`src/rtl/pll_supervisor_pkg.sv`:
```
// pll_supervisor_pkg: shared types and helpers for the PLL bring-up supervisor.
//   state_t       - sequencer states
//   LOCK_LOSS_MAX - saturation value of the lock-loss event counter
//   sat_inc8      - saturating 8-bit increment
//   max3          - elaboration-time maximum of three integers (counter sizing)
package pll_supervisor_pkg;

  typedef enum logic [2:0] {
    RESET_PLL = 3'd0,
    WAIT_LOCK = 3'd1,
    STABLE    = 3'd2,
    RUN       = 3'd3,
    FAULT     = 3'd4
  } state_t;

  localparam logic [7:0] LOCK_LOSS_MAX = 8'd255;

  function automatic logic [7:0] sat_inc8(input logic [7:0] v);
    logic [7:0] r;
    if (v == LOCK_LOSS_MAX) begin
      r = v;
    end else begin
      r = v + 8'd1;
    end
    return r;
  endfunction

  function automatic int max3(input int a, input int b, input int c);
    int m;
    m = a;
    if (b > m) begin
      m = b;
    end else begin
      m = m;
    end
    if (c > m) begin
      m = c;
    end else begin
      m = m;
    end
    return m;
  endfunction

endpackage

```
`src/rtl/pll_supervisor_if.sv`:
```
// pll_supervisor_if: PLL-side and system-side signals of the supervisor.
//   locked, restart               - driven by the environment (PLL LOCK, restart request)
//   pll_reset, system_reset_n,
//   ready, fault, retry_count,
//   lock_loss_count               - driven by the supervisor
// Modports: master = environment side, slave = supervisor side.
interface pll_supervisor_if #(
  parameter int MAX_RETRIES = 3
);
  localparam int RW = $clog2(MAX_RETRIES + 1);

  logic          locked;
  logic          restart;
  logic          pll_reset;
  logic          system_reset_n;
  logic          ready;
  logic          fault;
  logic [RW-1:0] retry_count;
  logic [7:0]    lock_loss_count;

  modport master (
    output locked, restart,
    input  pll_reset, system_reset_n, ready, fault, retry_count, lock_loss_count
  );

  modport slave (
    input  locked, restart,
    output pll_reset, system_reset_n, ready, fault, retry_count, lock_loss_count
  );

endinterface

```
`src/rtl/pll_supervisor_sync.sv`:
```
// pll_supervisor_sync: two-flop single-bit synchronizer, async active-low reset to 0.
//   clock   - destination clock
//   reset_n - asynchronous active-low reset
//   d       - asynchronous input bit
//   q       - synchronized output (two-cycle latency)
module pll_supervisor_sync (
  input  logic clock,
  input  logic reset_n,
  input  logic d,
  output logic q
);

  logic meta_q;
  logic sync_q;

  // Two-stage capture; the first stage may go metastable and gets a full cycle to settle.
  always_ff @(posedge clock or negedge reset_n) begin
    if (!reset_n) begin
      meta_q <= 1'b0;
      sync_q <= 1'b0;
    end else begin
      meta_q <= d;
      sync_q <= meta_q;
    end
  end

  assign q = sync_q;

endmodule

```
`src/rtl/pll_supervisor.sv`:
```
// pll_supervisor: sequences ECP5 PLL bring-up on the reference clock.
//   clock   - PLL reference clock
//   reset_n - asynchronous active-low reset
//   bus     - slave side of pll_supervisor_if (locked/restart in; pll_reset,
//             system_reset_n, ready, fault, retry_count, lock_loss_count out)
// Holds the PLL in reset, waits for lock with a timeout, demands a run of stable
// lock before releasing system reset, retries on failure and faults after
// MAX_RETRIES failed attempts. All outputs come straight from flops.
module pll_supervisor
  import pll_supervisor_pkg::*;
#(
  parameter int RESET_CYCLES  = 16,
  parameter int LOCK_TIMEOUT  = 65536,
  parameter int STABLE_CYCLES = 1024,
  parameter int MAX_RETRIES   = 3
) (
  input logic             clock,
  input logic             reset_n,
  pll_supervisor_if.slave bus
);

  localparam int CW = $clog2(max3(LOCK_TIMEOUT, STABLE_CYCLES, RESET_CYCLES));
  localparam int RW = $clog2(MAX_RETRIES + 1);

  localparam logic [CW-1:0] RC_LAST = CW'(RESET_CYCLES - 1);
  localparam logic [CW-1:0] LT_LAST = CW'(LOCK_TIMEOUT - 1);
  localparam logic [CW-1:0] SC_LAST = CW'(STABLE_CYCLES - 1);
  localparam logic [RW-1:0] RT_MAX  = RW'(MAX_RETRIES);

  logic          locked_s;
  state_t        state_q, state_d;
  logic [CW-1:0] cnt_q, cnt_d;
  logic [RW-1:0] retry_q, retry_d;
  logic [7:0]    loss_q, loss_d;
  logic          pll_reset_q, pll_reset_d;
  logic          sys_rst_n_q, sys_rst_n_d;
  logic          ready_q, ready_d;
  logic          fault_q, fault_d;

  pll_supervisor_sync u_lock_sync (
    .clock   (clock),
    .reset_n (reset_n),
    .d       (bus.locked),
    .q       (locked_s)
  );

  // Next-state, counter and event-count logic; restart overrides every transition.
  always_comb begin
    state_d = state_q;
    cnt_d   = cnt_q;
    retry_d = retry_q;
    loss_d  = loss_q;
    if (bus.restart) begin
      state_d = RESET_PLL;
      cnt_d   = CW'(0);
      retry_d = RW'(0);
    end else begin
      case (state_q)
        RESET_PLL: begin
          if (cnt_q == RC_LAST) begin
            state_d = WAIT_LOCK;
            cnt_d   = CW'(0);
          end else begin
            cnt_d = cnt_q + CW'(1);
          end
        end
        WAIT_LOCK: begin
          // Lock seen on the timeout cycle still counts as a success.
          if (locked_s) begin
            state_d = STABLE;
            cnt_d   = CW'(0);
          end else if (cnt_q == LT_LAST) begin
            retry_d = retry_q + RW'(1);
            cnt_d   = CW'(0);
            if (retry_d == RT_MAX) begin
              state_d = FAULT;
            end else begin
              state_d = RESET_PLL;
            end
          end else begin
            cnt_d = cnt_q + CW'(1);
          end
        end
        STABLE: begin
          // A dropout here is treated as a glitch: back to waiting, no retry charged.
          if (!locked_s) begin
            state_d = WAIT_LOCK;
            cnt_d   = CW'(0);
          end else if (cnt_q == SC_LAST) begin
            state_d = RUN;
            cnt_d   = CW'(0);
            retry_d = RW'(0);
          end else begin
            cnt_d = cnt_q + CW'(1);
          end
        end
        RUN: begin
          if (!locked_s) begin
            state_d = RESET_PLL;
            cnt_d   = CW'(0);
            loss_d  = sat_inc8(loss_q);
          end else begin
            state_d = RUN;
          end
        end
        FAULT: begin
          state_d = FAULT;
        end
        default: begin
          state_d = RESET_PLL;
          cnt_d   = CW'(0);
        end
      endcase
    end
  end

  // Output decode from the next state so the flopped outputs track the state register.
  always_comb begin
    pll_reset_d = (state_d == RESET_PLL);
    sys_rst_n_d = (state_d == RUN);
    ready_d     = (state_d == RUN);
    fault_d     = (state_d == FAULT);
  end

  // State, counters and registered outputs.
  always_ff @(posedge clock or negedge reset_n) begin
    if (!reset_n) begin
      state_q     <= RESET_PLL;
      cnt_q       <= CW'(0);
      retry_q     <= RW'(0);
      loss_q      <= 8'd0;
      pll_reset_q <= 1'b1;
      sys_rst_n_q <= 1'b0;
      ready_q     <= 1'b0;
      fault_q     <= 1'b0;
    end else begin
      state_q     <= state_d;
      cnt_q       <= cnt_d;
      retry_q     <= retry_d;
      loss_q      <= loss_d;
      pll_reset_q <= pll_reset_d;
      sys_rst_n_q <= sys_rst_n_d;
      ready_q     <= ready_d;
      fault_q     <= fault_d;
    end
  end

  assign bus.pll_reset       = pll_reset_q;
  assign bus.system_reset_n  = sys_rst_n_q;
  assign bus.ready           = ready_q;
  assign bus.fault           = fault_q;
  assign bus.retry_count     = retry_q;
  assign bus.lock_loss_count = loss_q;

endmodule

```
`src/flat_wrapper.sv`:
```
// flat-port wrapper written by rule: the top's interface ports become plain ports
module pll_supervisor_flat import pll_supervisor_pkg::*;
#(
  parameter int RESET_CYCLES  = 16,
  parameter int LOCK_TIMEOUT  = 65536,
  parameter int STABLE_CYCLES = 1024,
  parameter int MAX_RETRIES   = 3
)
  (clock, reset_n, bus_locked, bus_restart, bus_pll_reset, bus_system_reset_n, bus_ready, bus_fault, bus_retry_count, bus_lock_loss_count);
  pll_supervisor_if #(.MAX_RETRIES(MAX_RETRIES)) bus_i ();
  input logic clock;
  input logic reset_n;
  input wire logic [$bits(bus_i.locked)-1:0] bus_locked;
  input wire logic [$bits(bus_i.restart)-1:0] bus_restart;
  output wire logic [$bits(bus_i.pll_reset)-1:0] bus_pll_reset;
  output wire logic [$bits(bus_i.system_reset_n)-1:0] bus_system_reset_n;
  output wire logic [$bits(bus_i.ready)-1:0] bus_ready;
  output wire logic [$bits(bus_i.fault)-1:0] bus_fault;
  output wire logic [$bits(bus_i.retry_count)-1:0] bus_retry_count;
  output wire logic [$bits(bus_i.lock_loss_count)-1:0] bus_lock_loss_count;
  assign bus_i.locked = bus_locked;
  assign bus_i.restart = bus_restart;
  assign bus_pll_reset = bus_i.pll_reset;
  assign bus_system_reset_n = bus_i.system_reset_n;
  assign bus_ready = bus_i.ready;
  assign bus_fault = bus_i.fault;
  assign bus_retry_count = bus_i.retry_count;
  assign bus_lock_loss_count = bus_i.lock_loss_count;
  pll_supervisor #(.RESET_CYCLES(RESET_CYCLES), .LOCK_TIMEOUT(LOCK_TIMEOUT), .STABLE_CYCLES(STABLE_CYCLES), .MAX_RETRIES(MAX_RETRIES)) u_core (.clock(clock), .reset_n(reset_n), .bus(bus_i));
endmodule
```
`config.mk`:
```
export PLATFORM = sky130hd
export DESIGN_NAME = pll_supervisor_flat
export DESIGN_NICKNAME = d
export VERILOG_FILES = /design/src/rtl/pll_supervisor_pkg.sv /design/src/rtl/pll_supervisor_if.sv /design/src/rtl/pll_supervisor_sync.sv /design/src/rtl/pll_supervisor.sv /design/src/flat_wrapper.sv
export SDC_FILE = /design/constraint.sdc
export NUM_CORES = 1
export LEC_CHECK = 0
export CAP_MARGIN = 10
export CORE_ASPECT_RATIO = 1.5
export CORE_MARGIN = 5
export CORE_UTILIZATION = 35
export CTS_CLUSTER_DIAMETER = 40
export DETAILED_ROUTE_END_ITERATION = 16
export GPL_ROUTABILITY_DRIVEN = 1
export HOLD_SLACK_MARGIN = 0.02
export PLACE_DENSITY = 0.6
export SETUP_SLACK_MARGIN = 0.1
export SLEW_MARGIN = 30
export SYNTH_ARGS = -nofsm -noshare
export SYNTH_HDL_FRONTEND = slang
export SYNTH_SLANG_ARGS = --single-unit
```
`constraint.sdc`:
```
create_clock -name clock -period 4 [get_ports clock]
set_clock_uncertainty 0.05 [all_clocks]
set_input_delay 0.8 -clock clock [delete_from_list [all_inputs] [get_ports clock]]
set_output_delay 0.8 -clock clock [all_outputs]
set_load 0.1 [all_outputs]
```
==> flow_summary.json <==
{
  "outcome": "completed",
  "cpPeakStageDelay_ns": 1.12,
  "routedWlPerCell_um": 14.2,
  "root_buffer": "clkbuf_8",
  "cts_buffer_depth": 2,
  "fin_setup_tns_ns": 0,
  "met3_length_um": 129,
  "ant_nets": 0,
  "max-cap-violations": 0,
  "core_um2": 5120,
  "multiInputGateArea_um2": 947,
  "cp.arrival_ns": 1.92,
  "seqPwrFrac": 0.462,
  "antenna_found_initial": 0,
  "final_common_cell": "dfrtp_1",
  "hold_viol": 0,
  "drive_above_1_share": 0.132,
  "yosysTopAreaCellShare": 0.448,
  "gp_congestion": 0.879,
  "top_layer_used": "met4",
  "synth_edf_count": 0,
  "num_vias": 1439,
  "hp-class": "flip-flop to flip-flop",
  "die_w_um": 69.3,
  "portBuffers": 17,
  "wl_met1_um": 1540,
  "finalHoldWorstSlack_ns": 0.307,
  "viasPerCell": 5.29,
  "ys_warn_count": 0,
  "grt_max_degree": 19,
  "combinationalPowerShare": 0.030,
  "p_clk_frac": 0.507,
  "power_leakage_uw": 0.000945,
  "diodes": 0,
  "relSlewSlack": 0.351,
  "required_ns": 3.15,
  "fin_ws_ns": 1.23,
  "dp_hpwl_um": 2900,
  "rows": 32,
  "netlist_area_um2": 1840,
  "grt_usage": 0.119,
  "powerDensity_nw_per_um2": 342,
  "cp_slowest_cell": "clkdlybuf4s50_1",
  "io-pin-count": 18,
  "cp_max_fo": 1,
  "worstSetupPathType": "flip-flop to output pin",
  "fin_crit_sh": 0.693,
  "start_kind": "flip-flop",
  "synth_area_per_cell_um2": 10.1,
  "ys_types": 46,
  "dp_cells": 264,
  "finalCriticalPeriod_ns": 2.77,
  "grt_overflow": 0,
  "yosysSeqAreaShare": 0.462,
  "clock-sinks": 34,
  "intPower_uw": 605,
  "clk_pin_slew_ns": 0.08,
  "netlist_instances": 182,
  "synthFlopType": "dfrtp_1",
  "layout.nets": 210,
  "fmax_mhz": 361,
  "first_pass_iters": 4,
  "dieArea_um2": 6850,
  "path_cells": "clkdlybuf4s50_1",
  "ys_top_cells_by_area": "dfrtp_1 45%, nor2_1 4.9%, xor2_1 4.8%",
  "tightestPinTransition_ns": 0.971,
  "cp_top_family": "buffers and inverters",
  "fin_cells": 272,
  "final_cell_mix": "33 x dfrtp_1, 24 x nor2_1, 17 x clkdlybuf4s50_1",
  "sw_frac_of_total": 0.205,
  "start_util": 0.360,
  "total_power_uw": 760,
  "yosys.area.top_type": "dfrtp_1",
  "cts.htree.levels": 2,
  "met2_wirelength_um": 2080,
  "setup_viol": 0,
  "clk_latency_ns": 0.29,
  "die_h_um": 98.9,
  "wirelength_um": 3860,
  "async_flop_share": 1.00,
  "cts_buffers": 5,
  "critical_path_buf_inv_count": 1,
  "postCtsHoldBufs": 0,
  "drtIter0Drc": 62,
  "timing_max_transition_violations_final": 0,
  "grt_pass1_vias": 1411,
  "ff_latch_area_um2": 852,
  "postCtsSetupBuffers": 0,
  "syn_nets": 189,
  "ir_worst_vdd_uv": 165,
  "endpoint_kind": "output pin",
  "drc": 0,
  "dp_slack_ns": 1.20,
  "nFillCells": 517,
  "grt_pass1_wl_um": 6620,
  "ys_seq_elements": 34,
  "post_cts_resized": 0,
  "rsz0062_at_grt": "no",
  "cts_tree": "done",
  "syn_to_final_growth_pct": 20.6,
  "power_switching_uw": 156
}
==> cell usage after synthesis (2+ instances only) <==
| cell type | instances |
|---|---|
| nor4_1 | 2 |
| buf_4 | 2 |
| a21oi_1 | 2 |
| and2_1 | 4 |
| nand3b_1 | 2 |
| ha_1 | 3 |
| nor3_1 | 4 |
| o41ai_1 | 2 |
| o21ai_0 | 3 |
| a211oi_2 | 3 |
| nand4_1 | 7 |
| xor2_1 | 10 |
| a41o_1 | 2 |
| o22ai_1 | 2 |
| dfrtp_1 | 33 |
| buf_2 | 2 |
| nor2b_1 | 5 |
| and3_1 | 4 |
| nor2_1 | 24 |
| nand2_1 | 14 |
| nand2b_1 | 3 |
| inv_1 | 4 |
| and4bb_2 | 2 |
| nand3_1 | 12 |
| mux2_2 | 3 |
| xnor2_1 | 8 |
==> metrics by stage <==
stage,utilization,cell area (µm²)
after global placement,0.407,2080
after CTS,0.434,2220
after detailed placement,0.407,2080
final,0.434,2220
after floorplan,-,1840
after global routing,0.434,2220
==> power groups by stage <==
stage	combinational [µW]	clock [µW]	sequential (µW)
6_report	23.0	386	352
5_1_grt	26.6	409	352
4_1_cts	24.2	395	352
3_5_place_dp	24.1	0	358
3_3_place_gp	23.8	0	358
2_1_floorplan	11.1	0	356
==> cell type report <==
class                   instances  share of cell area
inverters                       4             0.00676
well taps                      68              0.0383
clock buffers                   5              0.0310
multi-input cells             139               0.426
flip-flops and latches         34               0.383
repair buffers                 19              0.0833
clock inverters                 3              0.0310
==> final timing paths <==
check	start	to	slack, ns	cells past startpoint
setup / recovery	u_core.bus.pll_reset	bus_pll_reset	1.23	1
setup reg to reg	u_core.cnt_q[0]	u_core.cnt_q[3]	1.86	7
hold / removal	u_core.u_lock_sync.meta_q	u_core.u_lock_sync.q	0.31	0
max in group asynchronous	reset_n	u_core.bus.pll_reset	2.20	2
min in group asynchronous	reset_n	u_core.cnt_q[0]	0.91	1
hold reg to reg	u_core.u_lock_sync.meta_q	u_core.u_lock_sync.q	0.31	0
==> kinds of logic after synthesis <==
kind of cell | share of synthesized area
AND/OR/NAND/NOR | 0.279
adder cells (fa/ha/maj) | 0.0204
buffers and inverters | 0.0238
AO/OA/AOI/OAI | 0.105
flip-flops | 0.462
XOR/XNOR | 0.0855
multiplexers | 0.0238
==> metal layers <==
layer	vias to the layer above	GRT usage
met5	-	0
met4	0	0.0662
met3	9	0.0286
met2	27	0.207
met1	703	0.131
li1	700	-
==> flip-flops by register name, summed over array words and instances, names as in the netlist <==
register / cells
u_core.u_lock_sync.meta_q: 1
u_core.cnt_q: 16
u_core.bus.system_reset_n: 1
u_core.u_lock_sync.q: 1
u_core.bus.retry_count: 2
u_core.bus.pll_reset: 1
u_core.state_q: 3
u_core.bus.lock_loss_count: 8
u_core.bus.fault: 1
(Power assumes the default switching activity.)
